### src/rtl/bit_serializer.sv
// Parallel-to-serial converter with a one-word holding buffer feeding a bit-strobed
// downstream consumer; back-to-back words stream without gaps when hold is pre-filled.
module bit_serializer #(
    parameter int unsigned WIDTH     = 8,
    parameter bit          MSB_FIRST = 1'b1
) (
    input  logic             clk,
    input  logic             rst,
    input  logic [WIDTH-1:0] din,
    input  logic             din_valid,
    output logic             din_ready,
    input  logic             enable,
    output logic             x,
    output logic             x_valid,
    output logic             word_done
);

    localparam int unsigned CNT_W = (WIDTH > 2) ? $clog2(WIDTH) : 1;
    localparam logic [CNT_W-1:0] LAST_CNT = CNT_W'(WIDTH - 1);

    typedef enum logic {
        IDLE  = 1'b0,
        SHIFT = 1'b1
    } state_e;

    state_e             state_q, state_d;
    logic [WIDTH-1:0]   hold_q, hold_d;
    logic               hold_full_q, hold_full_d;
    logic [WIDTH-1:0]   shreg_q, shreg_d;
    logic [CNT_W-1:0]   cnt_q, cnt_d;

    logic last_bit;
    logic load;
    logic accept;
    logic advance;

    assign last_bit = (state_q == SHIFT) && enable && (cnt_q == LAST_CNT);
    assign advance  = (state_q == SHIFT) && enable && (cnt_q != LAST_CNT);
    assign load     = hold_full_q && ((state_q == IDLE) || last_bit);
    assign accept   = din_valid && !hold_full_q;

    // FSM state register
    always_ff @(posedge clk or negedge rst) begin
        if (!rst) begin
            state_q <= IDLE;
        end else begin
            state_q <= state_d;
        end
    end

    // FSM next-state logic
    always_comb begin
        state_d = state_q;
        case (state_q)
            IDLE:    if (load) state_d = SHIFT;
            SHIFT:   if (last_bit && !load) state_d = IDLE;
            default: state_d = IDLE;
        endcase
    end

    // FSM outputs; the serial bit is taken from whichever end the shifter drains from
    always_comb begin
        x_valid   = (state_q == SHIFT);
        x         = 1'b0;
        if (x_valid) begin
            x = MSB_FIRST ? shreg_q[WIDTH-1] : shreg_q[0];
        end
        word_done = x_valid && enable && (cnt_q == LAST_CNT);
        din_ready = !hold_full_q;
    end

    // Holding register, shifter and bit counter next-state
    always_comb begin
        hold_d      = hold_q;
        hold_full_d = hold_full_q;
        shreg_d     = shreg_q;
        cnt_d       = cnt_q;
        if (accept) begin
            hold_d      = din;
            hold_full_d = 1'b1;
        end else if (load) begin
            hold_full_d = 1'b0;
        end
        if (load) begin
            shreg_d = hold_q;
            cnt_d   = '0;
        end else if (advance) begin
            shreg_d = MSB_FIRST ? {shreg_q[WIDTH-2:0], 1'b0} : {1'b0, shreg_q[WIDTH-1:1]};
            cnt_d   = cnt_q + CNT_W'(1);
        end else if (last_bit) begin
            shreg_d = '0;
            cnt_d   = '0;
        end
    end

    always_ff @(posedge clk or negedge rst) begin
        if (!rst) begin
            hold_q      <= '0;
            hold_full_q <= 1'b0;
            shreg_q     <= '0;
            cnt_q       <= '0;
        end else begin
            hold_q      <= hold_d;
            hold_full_q <= hold_full_d;
            shreg_q     <= shreg_d;
            cnt_q       <= cnt_d;
        end
    end

endmodule

### config.mk
export PLATFORM = sky130hd
export DESIGN_NAME = bit_serializer
export DESIGN_NICKNAME = d
export VERILOG_FILES = /design/src/rtl/bit_serializer.sv
export SDC_FILE = /design/constraint.sdc
export NUM_CORES = 1
export LEC_CHECK = 0
export CORE_ASPECT_RATIO = 0.75
export CORE_MARGIN = 2
export CORE_UTILIZATION = 40
export CTS_BUF_LIST = sky130_fd_sc_hd__clkbuf_16
export CTS_CLUSTER_SIZE = 8
export DETAILED_ROUTE_END_ITERATION = 8
export GPL_ROUTABILITY_DRIVEN = 1
export HOLD_SLACK_MARGIN = 0.02
export PLACE_DENSITY = 0.62
export RECOVER_POWER = 50
export SETUP_SLACK_MARGIN = 0.3
export SLEW_MARGIN = 10
export SYNTH_ARGS = -nofsm -noshare
export SYNTH_HDL_FRONTEND = slang
export SYNTH_SLANG_ARGS = --single-unit
### constraint.sdc
create_clock -name clk -period 2.2 [get_ports clk]
set_clock_uncertainty 0.15 [all_clocks]
set_input_delay 0.44 -clock clk [delete_from_list [all_inputs] [get_ports clk]]
set_output_delay 0.44 -clock clk [all_outputs]
set_load 0.05 [all_outputs]
-- Yosys cells after proc, flatten, opt, wreduce, memory -nomap -nowiden
Index checks and enable logic that the tools add are counted.
- RAM bits: 0
- bits in read-only memories: 0
- bits in registers: 21
- output and inout bits: 4
- bits of input ports: 12
- bits in latches: 0
- logic and storage cells: 32
- memories kept: 0
- equal/unequal tests: 2
- divide/modulo/power cells: 0
- order comparisons: 0
- bitwise logic cells: 1
- muxes and demuxes: 12
- $add $sub $neg: 1
- reductions and logical operators: 11
- multipliers: 0
- shift-type cells: 0
- operators with widths (cell ; count):
    $mux 8 ; 3
    $mux 3 ; 3
    $logic_and 1x1->1 ; 6
    $mux 1 ; 5
    $add 3x1->3 const B ; 1
    $eq 3x3->1 const B ; 1
    $ne 3x3->1 const B ; 1
    $reduce_bool 3->1 ; 1
    $logic_not 1->1 ; 2
    $pmux 1 s2 ; 1
    $reduce_bool 2->1 ; 1
    $logic_or 1x1->1 ; 1
    $not 1->1 ; 1

-- Longest topological paths before layout
Gate-level depths: netlist (run 1).
- word-level depth: 8
- depth in mapped cells: 6
- mapped depth without buffers: 5

-- Worst setup path after synthesis (run 1)
No wires, ideal clock.
- kind: reg-to-output
- start point: register state_q, in the netlist x_valid
- end point: output port word_done
- path slack: 0.462 ns
- arrival time: 1.148 ns
- required time: 1.610 ns
- stages on the path, launching flop included: 2
- cells stage by stage: dfrtp_1 and3_2
- word-level cells in the longest chain between the ends: 2
- RTL lines (element ; line ; RTL):
    start: declaration ; 26 ; state_e state_q, state_d;
    start signal: assignment ; 47 ; state_q <= state_d;
    $logic_and 1x1->1 (2 in a row) ; 68 ; word_done = x_valid && enable && (cnt_q == LAST_CNT);
    end: declaration ; 15 ; output logic word_done
Every way passes these cells.

-- Worst setup path after layout (run 1)
- start point: register cnt_q[1]
- end point: output port word_done
- word-level cells in the longest chain between the ends: 2
- RTL lines (element ; line ; RTL):
    start: declaration ; 30 ; logic [CNT_W-1:0] cnt_q, cnt_d;
    start signal: assignment ; 106 ; cnt_q <= cnt_d;
    $eq 3x3->1 ; 68 ;
    $logic_and 1x1->1 ; 68 ;
Every way passes these cells.

==> results.toml, run 1 <==
[synthesis]
ys_ff_latch = 21
yosys-top-cells-count = "21 x dfrtp_1, 9 x mux2_2, 8 x a21oi_1, 8 x nor2_1, 7 x a32oi_1"
async_flop_share_pct = 100
synth_flop_cell = "dfrtp_1"
yosysSeqAreaShare_pct = 57.1
synth_nets = 86
avgSynthCellArea_um2 = 12.8
synth-edff-count = 0
yosys-top-cells-area = "dfrtp_1 57%, mux2_2 11%, a32oi_1 6.7%"
post-synth-top-area-fraction_pct = 57.1
synth_top_area_cell = "dfrtp_1"
synth_warnings = 0
yosysMostFrequentCell = "dfrtp_1"
ys_types = 21
netlist_instances = 72
netlist_area_um2 = 920

[route]
wl_per_cell_um = 15.0
remaining_drc_errors = 0
routed_wl_mm = 1.74
drt_first_pass_iters = 4
via_count = 632
ant_nets = 0
vias_per_cell = 5.45
drt_iter0_markers = 8

[cts]
insertion_delay_ns = 0.25
cts_root_buf = "clkbuf_16"
clk_pin_slew_worst_paths_ns = 0.05
clkSinkCount = 21
cts_inserted_buffers = 3
cts.htree.levels = 1
cts_tree = "yes"
ctsLongestPathBuffers = 2

[pwr]
switching_power_mw = 0.343
peakVddDrop_mv = 0.623
power_frac_seq_pct = 46.2
combinationalPowerShare_pct = 24.5
p_sw_share_pct = 27.0
power.density_mw_per_mm2 = 1060
leakagePower_nw = 0.527
p_int_mw = 0.928
clockPowerShare_pct = 29.3
power_mw = 1.27

[global_route]
antenna_found_initial = 0
grt_pass1_wl_mm = 2.80
globalRouteOverflowTotal = 0
grt_usage_pct = 14.6
grt_max_degree = 22
grt_pass1_vias = 621

[floorplanning]
io_pins = 16
start_util_pct = 41.2
fp.dieW_um = 59.4
die_area_mm2 = 0.00270
fp.dieH_um = 45.5
row_count = 15
core_mm2 = 0.00223

[setup_path]
crit_required_ns = 1.61
r2r_slack_ns = 0.33
cp_slowest_cell = "dfrtp_1"
endpoint_kind = "output pin"
critPathMaxFanout = 2
cp-start-kind = "register"
critical_path_class = "register to output pin"
critPathTopFamily = "adder cells"
cp.buffers_inverters = 1
max_stage_delay_ns = 0.38
cp_cell_sequence = "ha_1 > ha_4 > and3_4 > buf_12"
arrival_ns = 1.38

[timing]
fmax_mhz = 508
worst_slew_pin_slew_ns = 1.08
period_share_pct = 89.4
rsz0062_at_grt = "true"
finalSetupViolations = 0
tns_ns = 0
finalMaxSlewViolations = 0
hold_viol_final = 0
min_period_ns = 1.97
max_slew_margin_pct = 27.8

[placement]
gp_congestion = 0.695
postPlaceCellArea_mm2 = 0.00108
io_buffers = 15

[finish]
design_area_mm2 = 0.00119
antennaDiodeCount = 0
area_growth_pct = 29.9
layout-drive-gt1-share_pct = 27.5
fin_nets = 106

[hold_path]
hold_path_class = "register to register"

[run_status]
status = "complete, no violations"

[flow_run]
drv_cap = 0
[metrics by stage]
| step | hold WS, ns | std cells | util (%) | setup slack, ns |
|---|---|---|---|---|
| after floorplan | -0.00559 | 72 | - | 0.462 |
| after global placement | 0.330 | 109 | 48.5 | 0.300 |
| after detailed placement | 0.341 | 109 | 48.5 | 0.288 |
| after CTS | 0.354 | 114 | 53.3 | 0.281 |
| after global routing | 0.374 | 116 | 53.5 | 0.197 |
| final | 0.356 | 116 | 53.5 | 0.233 |
[sequential cells by signal (all words and copies together) (netlist names)]
signal / count
x_valid: 1
shreg_q: 8
hold_q: 8
hold_full_q: 1
cnt_q: 3
[cell families after synthesis]
kind of cell	synth area share (%)
buffers and inverters	4.22
DFF	57.1
and+or+nand+nor	7.08
adders and majority gates	2.72
muxes	13.7
AOI/OAI and AO/OA	15.1
[worst reg2reg max path, delay by kind of cell, from the launching register on]
family          cells  cell delay, ns
flops               1            0.38
fa+ha+maj           2            0.43
buf+inv             1            0.12
compound gates      3            0.66
[layer usage]
| metal | up-vias | part of all wire, % | GRT usage (%) |
|---|---|---|---|
| met3 | 2 | 6.3 | 5.11 |
| met5 | - | 0 | 0 |
| met2 | 18 | 49 | 24.0 |
| met1 | 304 | 44 | 18.0 |
| li1 | 308 | - | - |
| met4 | 0 | 0.57 | 5.45 |
[cell usage in the layout, fill, tap and decap left out, drive strengths merged]
cell type,count
dlygate4sd3,1
a21bo,1
ha,2
nand2,1
clkinv,1
a32o,1
a21oi,8
and2,1
and3,1
nor2,8
a32oi,7
mux2,10
clkbuf,5
a22o,2
buf,7
inv,1
and3b,1
clkdlybuf4s50,10
dfrtp,21
mux2i,1
nor2b,1
[power by group through the flow]
stage | combinational [mW] | sequential [mW] | clock [mW]
finish | 0.311 | 0.588 | 0.372
global route | 0.338 | 0.602 | 0.404
CTS | 0.296 | 0.588 | 0.382
detailed placement | 0.276 | 0.590 | 0
global placement | 0.263 | 0.581 | 0
floorplan | 0.215 | 0.556 | 0
[path summary, 6_finish.rpt]
| check | startpoint | cells past startpoint | end |
|---|---|---|---|
| max in group asynchronous | rst | 2 | cnt_q[2] |
| setup reg to reg | cnt_q[1] | 6 | shreg_q[7] |
| hold reg to reg | hold_q[5] | 1 | hold_q[5] |
| setup / recovery | cnt_q[1] | 4 | word_done |
| hold / removal | hold_q[5] | 1 | hold_q[5] |
| min in group asynchronous | rst | 2 | hold_q[6] |
[repair_timing]
item                                    in CTS  in global routing
gates cloned                                 0                  0
endpoints found under the setup margin       1                  1
hold buffers                                 0                  0
pin swaps                                    1                  1
setup buffers                                1                  2
resized for setup                            4                  0
[area by class of cell]
cell class              instances  area, um^2
inverters                       1        3.75
flip-flops and latches         21         526
fillers                       197        1040
well taps                      25        31.3
clock inverters                 1        5.00
clock buffers                   3        75.1
multi-input cells              45         372
repair buffers                 20         183
No activity file was read; power rests on OpenSTA's default activity.
==> run 2: changes to the inputs <==
Settings changed: ABC_AREA set to 1.
==> run 2 against run 1 <==
Sequential share of layout area is 2.4 points lower. Clock-buffer cell count is the same. Power up 12%. Via count up 20%. Highest routed layer is now met3.
==> results.toml, run 2 <==
[pwr]
switching_power_mw = 0.458
leakagePower_nw = 0.622
clockPowerShare_pct = 26.1
combinationalPowerShare_pct = 29.3
power.density_mw_per_mm2 = 1120
power_frac_seq_pct = 44.7
power_mw = 1.42
p_int_mw = 0.960
peakVddDrop_mv = 0.596
p_sw_share_pct = 32.3

[setup_path]
critical_path_class = "register to output pin"
ff2ff_path_depth = 7
r2r_slack_ns = 0.49
arrival_ns = 1.33
critPathMaxFanout = 3
crit_required_ns = 1.61
r2r_start = "cnt_q[0]"
cp-start-kind = "register"
endpoint_kind = "output pin"
r2r_end = "shreg_q[5]"

[finish]
antennaDiodeCount = 0
regArea_um2 = 526
fin_nets = 140
layout-drive-gt1-share_pct = 15.2
multi_input_area_um2 = 384
fill_cells = 214
reg_top3 = "hold_q: 8 flops, shreg_q: 8 flops, cnt_q: 3 flops"
mostFrequentLayoutCells = "34 x nand3_1, 33 x nand2_1, 21 x dfrtp_1"
layout_commonest_cell = "nand3_1"
area_growth_pct = 34.4
fin_util_pct = 55.7

[timing]
min_period_ns = 1.92
tns_ns = 0
worst_slew_pin_slew_ns = 1.12
rsz0062_at_grt = "true"
hold_viol_final = 0
worst_hold_slack_ns = 0.321
finalSetupViolations = 0
max_slew_margin_pct = 25.3
postLayoutSetupSlackWorst_ns = 0.279
period_share_pct = 87.3
finalMaxSlewViolations = 0
fmax_mhz = 521

[global_route]
grt_max_degree = 22
antenna_found_initial = 0
globalRouteOverflowTotal = 0
grt_pass1_wl_mm = 3.08
grt_usage_pct = 15.4
grt_pass1_vias = 678

[route]
remaining_drc_errors = 0
wirelength_met1_um = 950
vias_per_cell = 4.77
via_count = 758
drt_first_pass_iters = 4
drt_iter0_markers = 17
ant_nets = 0
wl_met2_um = 829
route.met3.wl_um = 106
topRoutingLayerUsed = "met3"
wl_per_cell_um = 11.9
routed_wl_mm = 1.89

[floorplanning]
row_count = 15
fp.dieW_um = 60.0
die_area_mm2 = 0.00276
io_pins = 16
core_mm2 = 0.00227
fp.dieH_um = 46
start_util_pct = 41.4

[cts]
cts_tree = "yes"
ctsLongestPathBuffers = 2
clk_pin_slew_worst_paths_ns = 0.05
clkSinkCount = 21
cts_root_buf = "clkbuf_16"
cts.htree.levels = 1
cts_inserted_buffers = 3
insertion_delay_ns = 0.25

[synthesis]
yosys-top-cells-area = "dfrtp_1 56%, nand3_1 19%, nand2_1 13%"
ys_types = 12
yosys-top-cells-count = "35 x nand3_1, 32 x nand2_1, 21 x dfrtp_1"
post-synth-top-area-fraction_pct = 55.9
yosysSeqAreaShare_pct = 55.9
avgSynthCellArea_um2 = 9.05
synth_nets = 118
netlist_area_um2 = 941
async_flop_share_pct = 100
synth_flop_cell = "dfrtp_1"
synth-edff-count = 0
netlist_instances = 104
yosysMostFrequentCell = "nand3_1"
synth_warnings = 0
synth_top_area_cell = "dfrtp_1"
ys_ff_latch = 21

[placement]
dpl.hpwl_mm = 1.22
gp_congestion = 0.762
io_buffers = 15
place_ws_ns = 0.305

[flow_run]
drv_cap = 0

[hold_path]
holdPathStages = 2
hp-start = "hold_q[7]"
min_to = "hold_q[7]"
hold_path_class = "register to register"

[run_status]
status = "complete, no violations"
==> run 2: kinds of logic after synthesis <==
family | synth area share (%)
compound gates | 1.86
buf+inv | 5.72
flops | 55.9
simple gates | 33.9
fa+ha+maj | 2.66
==> run 2: routing by layer <==
layer,GRT usage (%),vias to the layer above
met5,0,-
met4,2.67,0
met3,5.11,0
met2,24.6,18
met1,20.9,354
li1,-,386
==> run 2: how the worst max path moves through the flow <==
stage | slack, ns | startpoint | end | cells past startpoint
final | 0.28 | cnt_q[0] | word_done | 5
after global routing | 0.19 | rst | hold_q[6] | 2
after CTS | 0.32 | cnt_q[0] | word_done | 5
after detailed placement | 0.30 | enable | word_done | 4
after global placement | 0.33 | enable | word_done | 4
after floorplan | 0.37 | x_valid | word_done | 2
==> run 2: worst max-delay path: stages, from the launching register on <==
cell and delay [ns]:
dfrtp_1 0.40, ha_1 0.24, ha_4 0.18, nand3_4 0.08, inv_2 0.04, buf_12 0.14
==> run 2: cell type report <==
type / instances / area share, %
clock buffers: 3 / 5.93
clock inverters: 1 / 0.297
inverters: 4 / 1.48
multi-input cells: 74 / 30.4
flip-flops and latches: 21 / 41.5
well taps: 34 / 3.36
repair buffers: 22 / 17.0
==> run 2: timing repair <==
action,CTS,global route
hold buffers,0,0
resized for setup,7,1
cloned,0,0
setup buffers,2,3
pin swaps,1,1
setup endpoints to repair,3,1
==> run 2: power by group through the flow <==
stage	clock [mW]	sequential [mW]	combinational, mW
2_1_floorplan	0	0.598	0.283
3_3_place_gp	0	0.628	0.362
3_5_place_dp	0	0.633	0.372
4_1_cts	0.385	0.634	0.404
5_1_grt	0.397	0.652	0.459
6_report	0.370	0.633	0.415
==> run 2: stage by stage <==
| stage | std cells | instance area (um^2) |
|---|---|---|
| 5_1_grt | 159 | 1260 |
| 2_1_floorplan | 104 | 941 |
| 3_5_place_dp | 150 | 1130 |
| 6_report | 159 | 1260 |
| 3_3_place_gp | 150 | 1130 |
| 4_1_cts | 156 | 1240 |
==> run 3: changes to the inputs <==
Settings changed: CORE_MARGIN 2 to unset, GPL_TIMING_DRIVEN set to 0.
==> run 3 against run 2 <==
The flow now finishes with violations (DRC). Power fell by 2.0%. Setup slack got worse by 0.031 ns. Non-clock buffer count fell by 1. Critical path type unchanged.
==> results.toml, run 3 (synthesis gave the netlist of run 2 again) <==
[run_status]
status = "finished with violations"
violations = "DRC"

[route]
drt_iter0_markers = 18
wl_per_cell_um = 13.0
ant_nets = 0
via_count = 771
vias_per_cell = 5.21
routed_wl_mm = 1.93
drt_first_pass_iters = 6
remaining_drc_errors = 1

[setup_path]
cp-start-kind = "register"
crit_required_ns = 1.61
cp_cell_sequence = "ha_1 > ha_1 > nand3_4 > inv_2 > buf_8"
arrival_ns = 1.36
critPathMaxFanout = 3
endpoint_kind = "output pin"
max_stage_delay_ns = 0.38
cp.buffers_inverters = 2
critical_path_class = "register to output pin"
critPathTopFamily = "adder cells"
cp_slowest_cell = "dfrtp_1"
crit_top_cell = "ha_1"

[global_route]
antenna_found_initial = 0
grt_usage_pct = 18.1
globalRouteOverflowTotal = 0
grt_pass1_vias = 744
grt_pass1_wl_mm = 3.27
grt_max_degree = 22

[cts]
cts_tree = "yes"
clk_pin_slew_worst_paths_ns = 0.06
ctsLongestPathBuffers = 2
cts_inserted_buffers = 3
cts_root_buf = "clkbuf_16"
cts.htree.levels = 1
insertion_delay_ns = 0.25
clkSinkCount = 21

[timing]
period_share_pct = 88.7
fmax_mhz = 512
max_slew_margin_pct = 37.9
finalSetupViolations = 0
worst_hold_slack_ns = 0.327
min_period_ns = 1.95
rsz0062_at_grt = "true"
finalMaxSlewViolations = 0
worst_slew_pin_slew_ns = 0.929
hold_viol_final = 0

[pwr]
p_sw_share_pct = 32.8
clockPowerShare_pct = 27.2
peakVddDrop_mv = 0.653
switching_power_mw = 0.455
leakagePower_nw = 0.625
combinationalPowerShare_pct = 28.8
power_frac_seq_pct = 44.0
p_int_mw = 0.935
power.density_mw_per_mm2 = 1150

[finish]
layout-drive-gt1-share_pct = 14.5
layout_commonest_cell = "nand3_1"
reg_top3 = "hold_q: 8 flops, shreg_q: 8 flops, cnt_q: 3 flops"
antennaDiodeCount = 0
fin_nets = 139
fin_util_pct = 57.4
area_growth_pct = 28.2
mostFrequentLayoutCells = "34 x nand3_1, 33 x nand2_1, 21 x dfrtp_1"
fill_cells = 194
multi_input_area_um2 = 364
design_area_mm2 = 0.00121
regArea_um2 = 526

[placement]
gp_congestion = 0.716
postPlaceCellArea_mm2 = 0.00111
io_buffers = 14
dpl.hpwl_mm = 1.31

[floorplanning]
core_mm2 = 0.00210
io_pins = 16
fp.dieH_um = 44
fp.dieW_um = 58.0
die_area_mm2 = 0.00255
start_util_pct = 44.8
row_count = 14

[hold_path]
hold_path_class = "register to register"

[flow_run]
drv_cap = 0
==> run 3: stage by stage <==
| stage | TNS (ns) | instances | worst slack [ns] | power (mW) |
|---|---|---|---|---|
| detailed placement | -0.297 | 142 | -0.297 | 1.01 |
| floorplan | 0 | 104 | 0.373 | 0.881 |
| global placement | -0.283 | 142 | -0.283 | 0.991 |
| CTS | 0 | 146 | 0.0816 | 1.39 |
| finish | 0 | 148 | 0.248 | 1.39 |
| global route | 0 | 148 | 0.167 | 1.48 |
==> run 3: worst paths after layout <==
check,from,endpoint,slack (ns),cells past startpoint
max in group asynchronous,rst,shreg_q[3],0.71,1
worst min-delay path,hold_q[6],hold_q[6],0.33,2
worst max register to register,cnt_q[1],shreg_q[3],0.27,6
worst max-delay path,cnt_q[1],word_done,0.25,5
worst min register to register,hold_q[6],hold_q[6],0.33,2
min in group asynchronous,rst,hold_q[1],0.62,1
==> run 3: routing by layer <==
metal | vias to the layer above | GRT usage, % | wire (um)
li1 | 387 | - | -
met1 | 362 | 22.6 | 983
met2 | 17 | 27.8 | 811
met3 | 5 | 6.27 | 90
met4 | 0 | 10.0 | 40
met5 | - | 0 | 0
==> run 3: power by group through the flow <==
stage                     registers (mW)  logic, mW  clock network, mW
final                              0.611      0.401              0.378
after global routing               0.629      0.454              0.401
after CTS                          0.613      0.384              0.388
after detailed placement           0.619      0.388                  0
after global placement             0.615      0.376                  0
after floorplan                    0.598      0.283                  0
==> run 3: repair_timing <==
item,in CTS,in global routing
pin swaps,0,1
setup endpoints to repair,4,2
gates resized for setup,15,12
buffers inserted,0,2
hold buffers,0,0
==> run 3: area by class of cell <==
type / count / share of cell area [%]
sequential: 21 / 43.6
multi-input combinational: 74 / 30.2
timing repair buffer: 16 / 12.8
clock buffer: 3 / 6.22
buffer: 5 / 3.22
tap: 24 / 2.49
inverter: 4 / 1.24
clock inverter: 1 / 0.311
==> run 3: tightest hold or removal path: cells and delay by family (launching register included) <==
kind	cells	cell delay [ns]
AND/OR/NAND/NOR	2	0.11
flip-flops	1	0.34
